[config.mk]
export PLATFORM = sky130hd
export DESIGN_NAME = fpadd_arbiter
export DESIGN_NICKNAME = d
export VERILOG_FILES = /design/src/rtl/fpadd_arbiter.sv
export SDC_FILE = /design/constraint.sdc
export NUM_CORES = 1
export LEC_CHECK = 0
export BUFFER_PORTS_ARGS = -buffer_cell sky130_fd_sc_hd__buf_4
export CELL_PAD_IN_SITES_DETAIL_PLACEMENT = 2
export CELL_PAD_IN_SITES_GLOBAL_PLACEMENT = 2
export CORE_AREA = 2 2 197 199
export DETAILED_ROUTE_END_ITERATION = 10
export DIE_AREA = 0 0 199 201
export GPL_TIMING_DRIVEN = 1
export PLACE_DENSITY_LB_ADDON = 0.1
export SLEW_MARGIN = 20
export SYNTH_ARGS = -nofsm -noshare
export SYNTH_HDL_FRONTEND = slang
export SYNTH_SLANG_ARGS = --single-unit
[constraint.sdc]
create_clock -name clk -period 4.5 [get_ports clk]
set_input_delay 0.225 -clock clk [delete_from_list [all_inputs] [get_ports clk]]
set_output_delay 0.225 -clock clk [all_outputs]
set_load 0.03 [all_outputs]
[src/rtl/fpadd_arbiter.sv]
// Round-robin arbiter that shares one fixed-latency FP32 adder between N_REQ
// requesters. Each requester has one outstanding operation at most. A tag
// shift register follows every issued operation, so the adder result is
// routed back into that requester's one-entry response buffer.
module fpadd_arbiter #(
  parameter int N_REQ   = 4,
  parameter int ADD_LAT = 2,
  parameter int CNT_W   = 16
) (
  input  logic                   clk,
  input  logic                   reset,
  input  logic [N_REQ-1:0]       req_valid,
  input  logic [32*N_REQ-1:0]    req_a,
  input  logic [32*N_REQ-1:0]    req_b,
  output logic [N_REQ-1:0]       req_ready,
  output logic [N_REQ-1:0]       rsp_valid,
  output logic [32*N_REQ-1:0]    rsp_data,
  input  logic [N_REQ-1:0]       rsp_ready,
  output logic [31:0]            fpa_a,
  output logic [31:0]            fpa_b,
  input  logic [31:0]            fpa_result,
  output logic [CNT_W-1:0]       issue_count
);

  localparam int IDX_W = (N_REQ > 1) ? $clog2(N_REQ) : 1;

  logic [IDX_W-1:0]   rr_ptr_q, rr_ptr_d;
  logic [N_REQ-1:0]   busy_q, busy_d;
  logic [N_REQ-1:0]   rsp_valid_q, rsp_valid_d;
  logic [32*N_REQ-1:0] rsp_data_q, rsp_data_d;
  logic [CNT_W-1:0]   issue_count_q, issue_count_d;
  logic               tag_vld_q [ADD_LAT];
  logic [IDX_W-1:0]   tag_idx_q [ADD_LAT];

  logic [N_REQ-1:0]   eligible;
  logic               grant_any;
  logic [IDX_W-1:0]   winner;
  int                 cand;
  logic [IDX_W-1:0]   cand_idx;
  logic               wb_vld;
  logic [IDX_W-1:0]   wb_idx;

  // Round-robin search starting at rr_ptr; reset gates every request off.
  always_comb begin
    eligible  = req_valid & ~busy_q & {N_REQ{reset}};
    grant_any = 1'b0;
    winner    = '0;
    cand      = 0;
    cand_idx  = '0;
    for (int k = 0; k < N_REQ; k++) begin
      cand = int'(rr_ptr_q) + k;
      if (cand >= N_REQ) cand = cand - N_REQ;
      cand_idx = cand[IDX_W-1:0];
      if (!grant_any && eligible[cand_idx]) begin
        grant_any = 1'b1;
        winner    = cand_idx;
      end
    end
  end

  // One-hot grant and operand mux toward the adder; zeros when idle.
  always_comb begin
    req_ready = '0;
    fpa_a     = '0;
    fpa_b     = '0;
    for (int i = 0; i < N_REQ; i++) begin
      if (grant_any && (winner == IDX_W'(i))) begin
        req_ready[i] = 1'b1;
        fpa_a        = req_a[32*i +: 32];
        fpa_b        = req_b[32*i +: 32];
      end
    end
  end

  assign wb_vld = tag_vld_q[ADD_LAT-1];
  assign wb_idx = tag_idx_q[ADD_LAT-1];

  // Next-state for pointer, counter, busy flags and response buffers.
  always_comb begin
    rr_ptr_d      = rr_ptr_q;
    issue_count_d = issue_count_q;
    busy_d        = busy_q;
    rsp_valid_d   = rsp_valid_q;
    rsp_data_d    = rsp_data_q;
    if (grant_any) begin
      rr_ptr_d      = (winner == IDX_W'(N_REQ - 1)) ? '0 : winner + 1'b1;
      issue_count_d = issue_count_q + 1'b1;
    end
    for (int i = 0; i < N_REQ; i++) begin
      // busy spans in-flight plus buffer-full, so set and clear never collide
      if (req_ready[i]) begin
        busy_d[i] = 1'b1;
      end else if (rsp_valid_q[i] && rsp_ready[i]) begin
        busy_d[i] = 1'b0;
      end
      if (wb_vld && (wb_idx == IDX_W'(i))) begin
        rsp_valid_d[i]        = 1'b1;
        rsp_data_d[32*i +: 32] = fpa_result;
      end else if (rsp_valid_q[i] && rsp_ready[i]) begin
        rsp_valid_d[i] = 1'b0;
      end
    end
  end

  // State registers; reset drops in-flight tags so late adder outputs are ignored.
  always_ff @(posedge clk or negedge reset) begin
    if (!reset) begin
      rr_ptr_q      <= '0;
      issue_count_q <= '0;
      busy_q        <= '0;
      rsp_valid_q   <= '0;
      rsp_data_q    <= '0;
      for (int s = 0; s < ADD_LAT; s++) begin
        tag_vld_q[s] <= 1'b0;
        tag_idx_q[s] <= '0;
      end
    end else begin
      rr_ptr_q      <= rr_ptr_d;
      issue_count_q <= issue_count_d;
      busy_q        <= busy_d;
      rsp_valid_q   <= rsp_valid_d;
      rsp_data_q    <= rsp_data_d;
      tag_vld_q[0]  <= grant_any;
      tag_idx_q[0]  <= winner;
      for (int s = 1; s < ADD_LAT; s++) begin
        tag_vld_q[s] <= tag_vld_q[s-1];
        tag_idx_q[s] <= tag_idx_q[s-1];
      end
    end
  end

  assign rsp_valid   = rsp_valid_q;
  assign rsp_data    = rsp_data_q;
  assign issue_count = issue_count_q;

endmodule

==> impl_metrics.yaml, run 1 <==
floorplanning:
  initial_core_util: 0.227
  dieArea_um2: 40000
  io_pins: 514
  row_count: 72
  die_h_um: 201
  die_x_um: 199
  core_area_um2: 38100
global_routing:
  grt_pass1_wl_um: 60700
  antenna_found_initial: 5
  grt-ovfl-total: 0
  gr-usage-all-layers: 0.202
  grt_pass1_vias: 9709
  grt_max_degree: 98
clock_tree:
  insertion_delay_ns: 0.42
  cts_setup_buffers: 0
  cts_root_buffer: "clkbuf_16"
  clock_path_buffers: 2
  hold_buffers: 4
  cts_sinks: 160
  cts_tree: "yes"
  clk_pin_slew_worst_paths_ns: 0.07
  cts-resized-gates: 0
  cts_buffers: 17
  cts_htree_levels: 4
logic_synthesis:
  yosys_most_used_dff: "dfrtp_1"
  ys_types: 42
  ys_warn_count: 0
  syn_inst: 914
  synth-edff-count: 0
  syn-mean-instance-area_um2: 9.46
  synth-seq-cells: 160
  synth_nets: 1217
  seq_area_frac_synth: 0.463
  synthArstFlopShare: 1.00
  synth_area_um2: 8650
critical_path:
  critical_path_class: "register to output port"
  timing.critical_path.buf_inv: 2
  cp_top_family: "compound AO/OA/AOI/OAI gates"
  cp_max_fo: 41
  slowest_stage: "ha_2"
  end_kind: "output port"
  arrival_ns: 3.58
  crit_chain: "nor2b_1 -> a31oi_1 -> o221ai_1 -> ha_2 -> buf_12 -> nand2_1 -> o21ai_0 -> a22oi_1 -> nor2_1 -> buf_4"
  cp.required_ns: 4.28
  crit_path_start_kind: "register"
  slowest_delay_ns: 0.63
power:
  p_switching_mw: 4.53
  p_leak_nw: 6.66
  switching_share: 0.470
  combPwrFrac: 0.589
  ir_drop_uv: 246
  seq_power_share: 0.265
  internal_power_mw: 5.11
  pwr-share-clk: 0.146
  p_per_area_nw_per_um2: 706
timing:
  maxSlewViolCount: 0
  period_share: 0.845
  relSlewSlack: 0.317
  hold-worst-slack_ns: 0.0415
  rsz0062_at_grt: "false"
  tns_ns: 0
  skew_ns: 0.00796
  hold_viol_final: 0
  fin_crit_ns: 3.80
  tightest_slew_ns: 1.02
  max_freq_ghz: 0.263
  setup_viol: 0
status:
  status: "complete, no violations"
layout:
  fin_area_um2: 13700
  final_nets: 1699
  layout_common_cells: "525 x buf_4, 160 x dfrtp_1, 130 x a21oi_1"
  final_common_cell: "buf_4"
  seqCellArea_um2: 4000
  drive_above_1_share: 0.480
  synthToLayoutAreaGrowth_pct: 58.0
  multi_input_area_um2: 4100
  fillers: 4286
placed_design:
  io_buffer_count: 513
  post_dp_cell_area_um2: 13000
  place.gp.congestion: 0.819
  dp_hpwl_um: 31600
detailed_routing:
  wl_per_cell_um: 21.0
  drc_errors: 0
  final_antenna_net_count: 0
  wl_met1_um: 15100
  firstDrtPassIters: 4
  totalWireLength_um: 40600
  met2_length_um: 21700
  top_layer: "met5"
  routed_via_density: 4.56
  route.met3.wl_um: 3250
  vias: 8804
  drtIter0Drc: 312
worst_hold_path:
  hold_path.class: "primary input to register"
run:
  drv_cap: 0
Yosys cell counts, types with 3 or more instances:
library cell	instances	area (um^2)
nand2b_1	3	18.8
mux2_1	26	293
dfrtp_1	160	4000
nor4_1	3	18.8
buf_1	8	30.0
and2_4	4	35.0
a22oi_1	62	465
clkbuf_1	48	180
ha_1	5	62.6
nor3_1	8	40.0
inv_1	74	278
buf_4	6	45.0
mux2_2	102	1150
buf_2	6	30.0
a21o_1	5	37.5
nor2b_1	5	31.3
nand3_1	5	25.0
xor2_1	9	78.8
nand2_1	80	300
nand3b_1	3	22.5
nor2_1	65	244
a21oi_1	130	651
xnor2_1	6	52.6
o21ai_0	66	330
kinds of logic (layout without fill, tap and decap cells):
group                      count (synthesis)  after routing  share of synthesized area
and+or+nand+nor                          185            185                     0.0930
DFF                                      160            160                      0.463
muxes                                    128            128                      0.167
xor gates and xnor gates                  15             15                     0.0152
adders and majority gates                  5              5                    0.00723
other                                      0              4                          0
AOI/OAI and AO/OA                        276            276                      0.186
buffers and inverters                    145            640                     0.0684
worst paths after layout:
kind / startpoint / end / slack [ns] / depth (start not counted)
setup reg to reg: busy_q[2] / busy_q[3] / 1.99 / 7
hold reg to reg: tag_idx_q[2] / wb_idx[0] / 0.35 / 0
setup / recovery: busy_q[0] / fpa_b[14] / 0.70 / 10
min in group asynchronous: reset / tag_idx_q[2] / 0.30 / 2
hold / removal: fpa_result[2] / rsp_data[34] / 0.04 / 2
max in group asynchronous: reset / rsp_data[124] / 2.40 / 4
flip-flops by register name, indices dropped and copies added (netlist names):
name,count
busy_q,4
issue_count,16
rr_ptr_q,2
rsp_data,128
rsp_valid,4
tag_idx_q,2
tag_vld_q,1
wb_idx,2
wb_vld,1
routing by layer:
layer | up-vias | track usage
met2 | 287 | 0.375
met5 | - | 0
li1 | 4130 | -
met3 | 26 | 0.0685
met1 | 4359 | 0.217
met4 | 2 | 0.0474
area by class of cell:
class                      instances  area share
antenna                            4    0.000733
clock inverter                    15      0.0106
clock buffer                      17      0.0311
timing repair buffer             533       0.296
inverter                          75      0.0208
multi-input combinational        609       0.300
tap                              518      0.0474
sequential                       160       0.293
power by group through the flow:
| stage | registers (mW) | clock network, mW | logic (mW) |
|---|---|---|---|
| 4_1_cts | 2.56 | 1.45 | 5.79 |
| 6_report | 2.55 | 1.41 | 5.68 |
| 3_5_place_dp | 2.58 | 0 | 5.76 |
| 5_1_grt | 2.65 | 1.52 | 6.11 |
| 3_3_place_gp | 2.54 | 0 | 5.67 |
| 2_1_floorplan | 3.79 | 0 | 2.15 |
worst reg2reg max path: stages (launching register included):
cell     delay (ns)
dfrtp_1        0.39
nor2b_1        0.34
o21ai_0        0.20
nor2_1         0.34
ha_4           0.67
buf_4          0.29
and2_4         0.15
a21o_1         0.07
stage by stage:
stage / power, mW / utilization / setup WS (ns) / instances
floorplan: 5.94 / - / 1.74 / 914
finish: 9.65 / 0.359 / 0.697 / 1931
CTS: 9.80 / 0.358 / 0.627 / 1927
detailed placement: 8.34 / 0.342 / 1.12 / 1891
global placement: 8.21 / 0.342 / 1.22 / 1891
global route: 10.3 / 0.359 / 0.322 / 1931
Power figures use the tool's default switching activity.
==> run 2: changes to the inputs <==
CORE_AREA = 2 2 199 201   (was 2 2 197 199)
DIE_AREA = 0 0 201 203   (was 0 0 199 201)
clock period = 3.6 ns   (was 4.5 ns; I/O delays follow)
==> impl_metrics.yaml, run 2 (synthesis gave the netlist of run 1 again) <==
critical_path:
  slowest_delay_ns: 0.39
  timing.critical_path.buf_inv: 2
  cp_max_fo: 63
  slowest_stage: "dfrtp_1"
  critical_path_class: "register to output port"
  end_kind: "output port"
  crit_chain: "nor2b_1 -> a21oi_1 -> o221ai_1 -> ha_2 -> buf_12 -> nand2_1 -> o21ai_0 -> a22oi_1 -> nor2_1 -> buf_4"
  arrival_ns: 3.14
  cp_top_family: "compound AO/OA/AOI/OAI gates"
  cp.required_ns: 3.42
  crit_path_start_kind: "register"
timing:
  fin_crit_ns: 3.32
  hold_viol_final: 0
  rsz0062_at_grt: "false"
  tns_ns: 0
  relSlewSlack: 0.438
  max_freq_ghz: 0.301
  tightest_slew_ns: 0.843
  maxSlewViolCount: 0
  setup_viol: 0
  period_share: 0.922
  skew_ns: 0.00506
layout:
  drive_above_1_share: 0.472
  synthToLayoutAreaGrowth_pct: 63.4
  final_common_cell: "buf_4"
  fin_cells: 1961
  layout_common_cells: "522 x buf_4, 160 x dfrtp_1, 130 x a21oi_1"
  largest_register_ffs: 128
  fin_area_um2: 14100
  seqCellArea_um2: 4000
  final_nets: 1730
  multi_input_area_um2: 4110
  fillers: 4325
clock_tree:
  cts_buffers: 17
  cts_tree: "yes"
  cts_htree_levels: 4
  insertion_delay_ns: 0.43
  clock_path_buffers: 2
  cts_sinks: 160
  clk_pin_slew_worst_paths_ns: 0.07
  cts_root_buffer: "clkbuf_16"
detailed_routing:
  drtIter0Drc: 264
  routed_via_density: 4.60
  drc_errors: 0
  totalWireLength_um: 42300
  vias: 9020
  wl_per_cell_um: 21.6
  firstDrtPassIters: 5
  final_antenna_net_count: 0
placed_design:
  place_inst: 1893
  io_buffer_count: 513
  place.gp.congestion: 0.786
  post_dp_cell_area_um2: 13100
  dp_hpwl_um: 32100
global_routing:
  grt_pass1_vias: 10000
  grt_pass1_wl_um: 63600
  grt_max_degree: 152
  grt-ovfl-total: 0
  antenna_found_initial: 3
  gr-usage-all-layers: 0.203
power:
  ir_drop_uv: 288
  p_per_area_nw_per_um2: 879
  p_leak_nw: 6.85
floorplanning:
  die_x_um: 201
  io_pins: 514
  initial_core_util: 0.225
  core_area_um2: 38500
  row_count: 72
  die_h_um: 203
  dieArea_um2: 40800
status:
  status: "complete, no violations"
run:
  drv_cap: 0
worst_hold_path:
  hold_path.class: "primary input to register"
run 2: final cells by class:
cell class,instances,area share
Sequential cell,160,0.283
Antenna cell,3,0.000531
Multi-Input combinational cell,609,0.291
Tap cell,518,0.0459
Clock inverter,14,0.0144
Timing Repair Buffer,564,0.314
Inverter,75,0.0201
Clock buffer,18,0.0311
run 2: worst register-to-register path, delay by kind of cell, from the launching register on:
kind | cells | cell delay, ns
DFF | 1 | 0.39
adders and majority gates | 1 | 0.43
AOI/OAI and AO/OA | 2 | 0.28
and+or+nand+nor | 3 | 0.90
buffers and inverters | 1 | 0.34
run 2: final timing paths:
| check | depth (start not counted) | to | startpoint | slack [ns] |
|---|---|---|---|---|
| max in group asynchronous | 3 | issue_count[0] | reset | 2.33 |
| min in group asynchronous | 2 | busy_q[1] | reset | 0.22 |
| hold / removal | 2 | rsp_data[116] | fpa_result[20] | 0.02 |
| setup / recovery | 10 | fpa_b[2] | busy_q[2] | 0.28 |
| setup reg to reg | 7 | busy_q[2] | busy_q[2] | 1.20 |
| hold reg to reg | 0 | wb_idx[0] | tag_idx_q[2] | 0.35 |
run 2: where the power goes:
part | internal (mW) | switching (mW)
clock | 1.19 | 0.776
combinational | 2.85 | 4.41
sequential | 2.66 | 0.536
run 2: stage by stage:
stage	hold WS, ns	util	setup WS, ns	total power, mW
after CTS	0.00145	0.366	0.131	12.6
after global placement	0.0183	0.341	0.614	10.4
after detailed placement	0.0185	0.341	0.613	10.5
after global routing	0.00479	0.367	0.0302	13.2
final	0.0191	0.367	0.280	12.4
after floorplan	-0.116	-	0.885	7.43
run 2: routing by layer:
| metal | vias to the layer above | GRT usage | share of wire |
|---|---|---|---|
| met1 | 4517 | 0.230 | 0.39 |
| li1 | 4187 | - | - |
| met4 | 0 | 0.0447 | 0.012 |
| met5 | - | 0 | 0 |
| met2 | 290 | 0.376 | 0.53 |
| met3 | 26 | 0.0602 | 0.068 |
run 2: what timing repair did:
action / 4_1_cts / 5_1_grt
hold buffers: 32 / 0
endpoints found under the hold margin: 92 / 0
gates resized for setup: 0 / 1
setup endpoints to repair: 0 / 37
setup buffers: 0 / 1
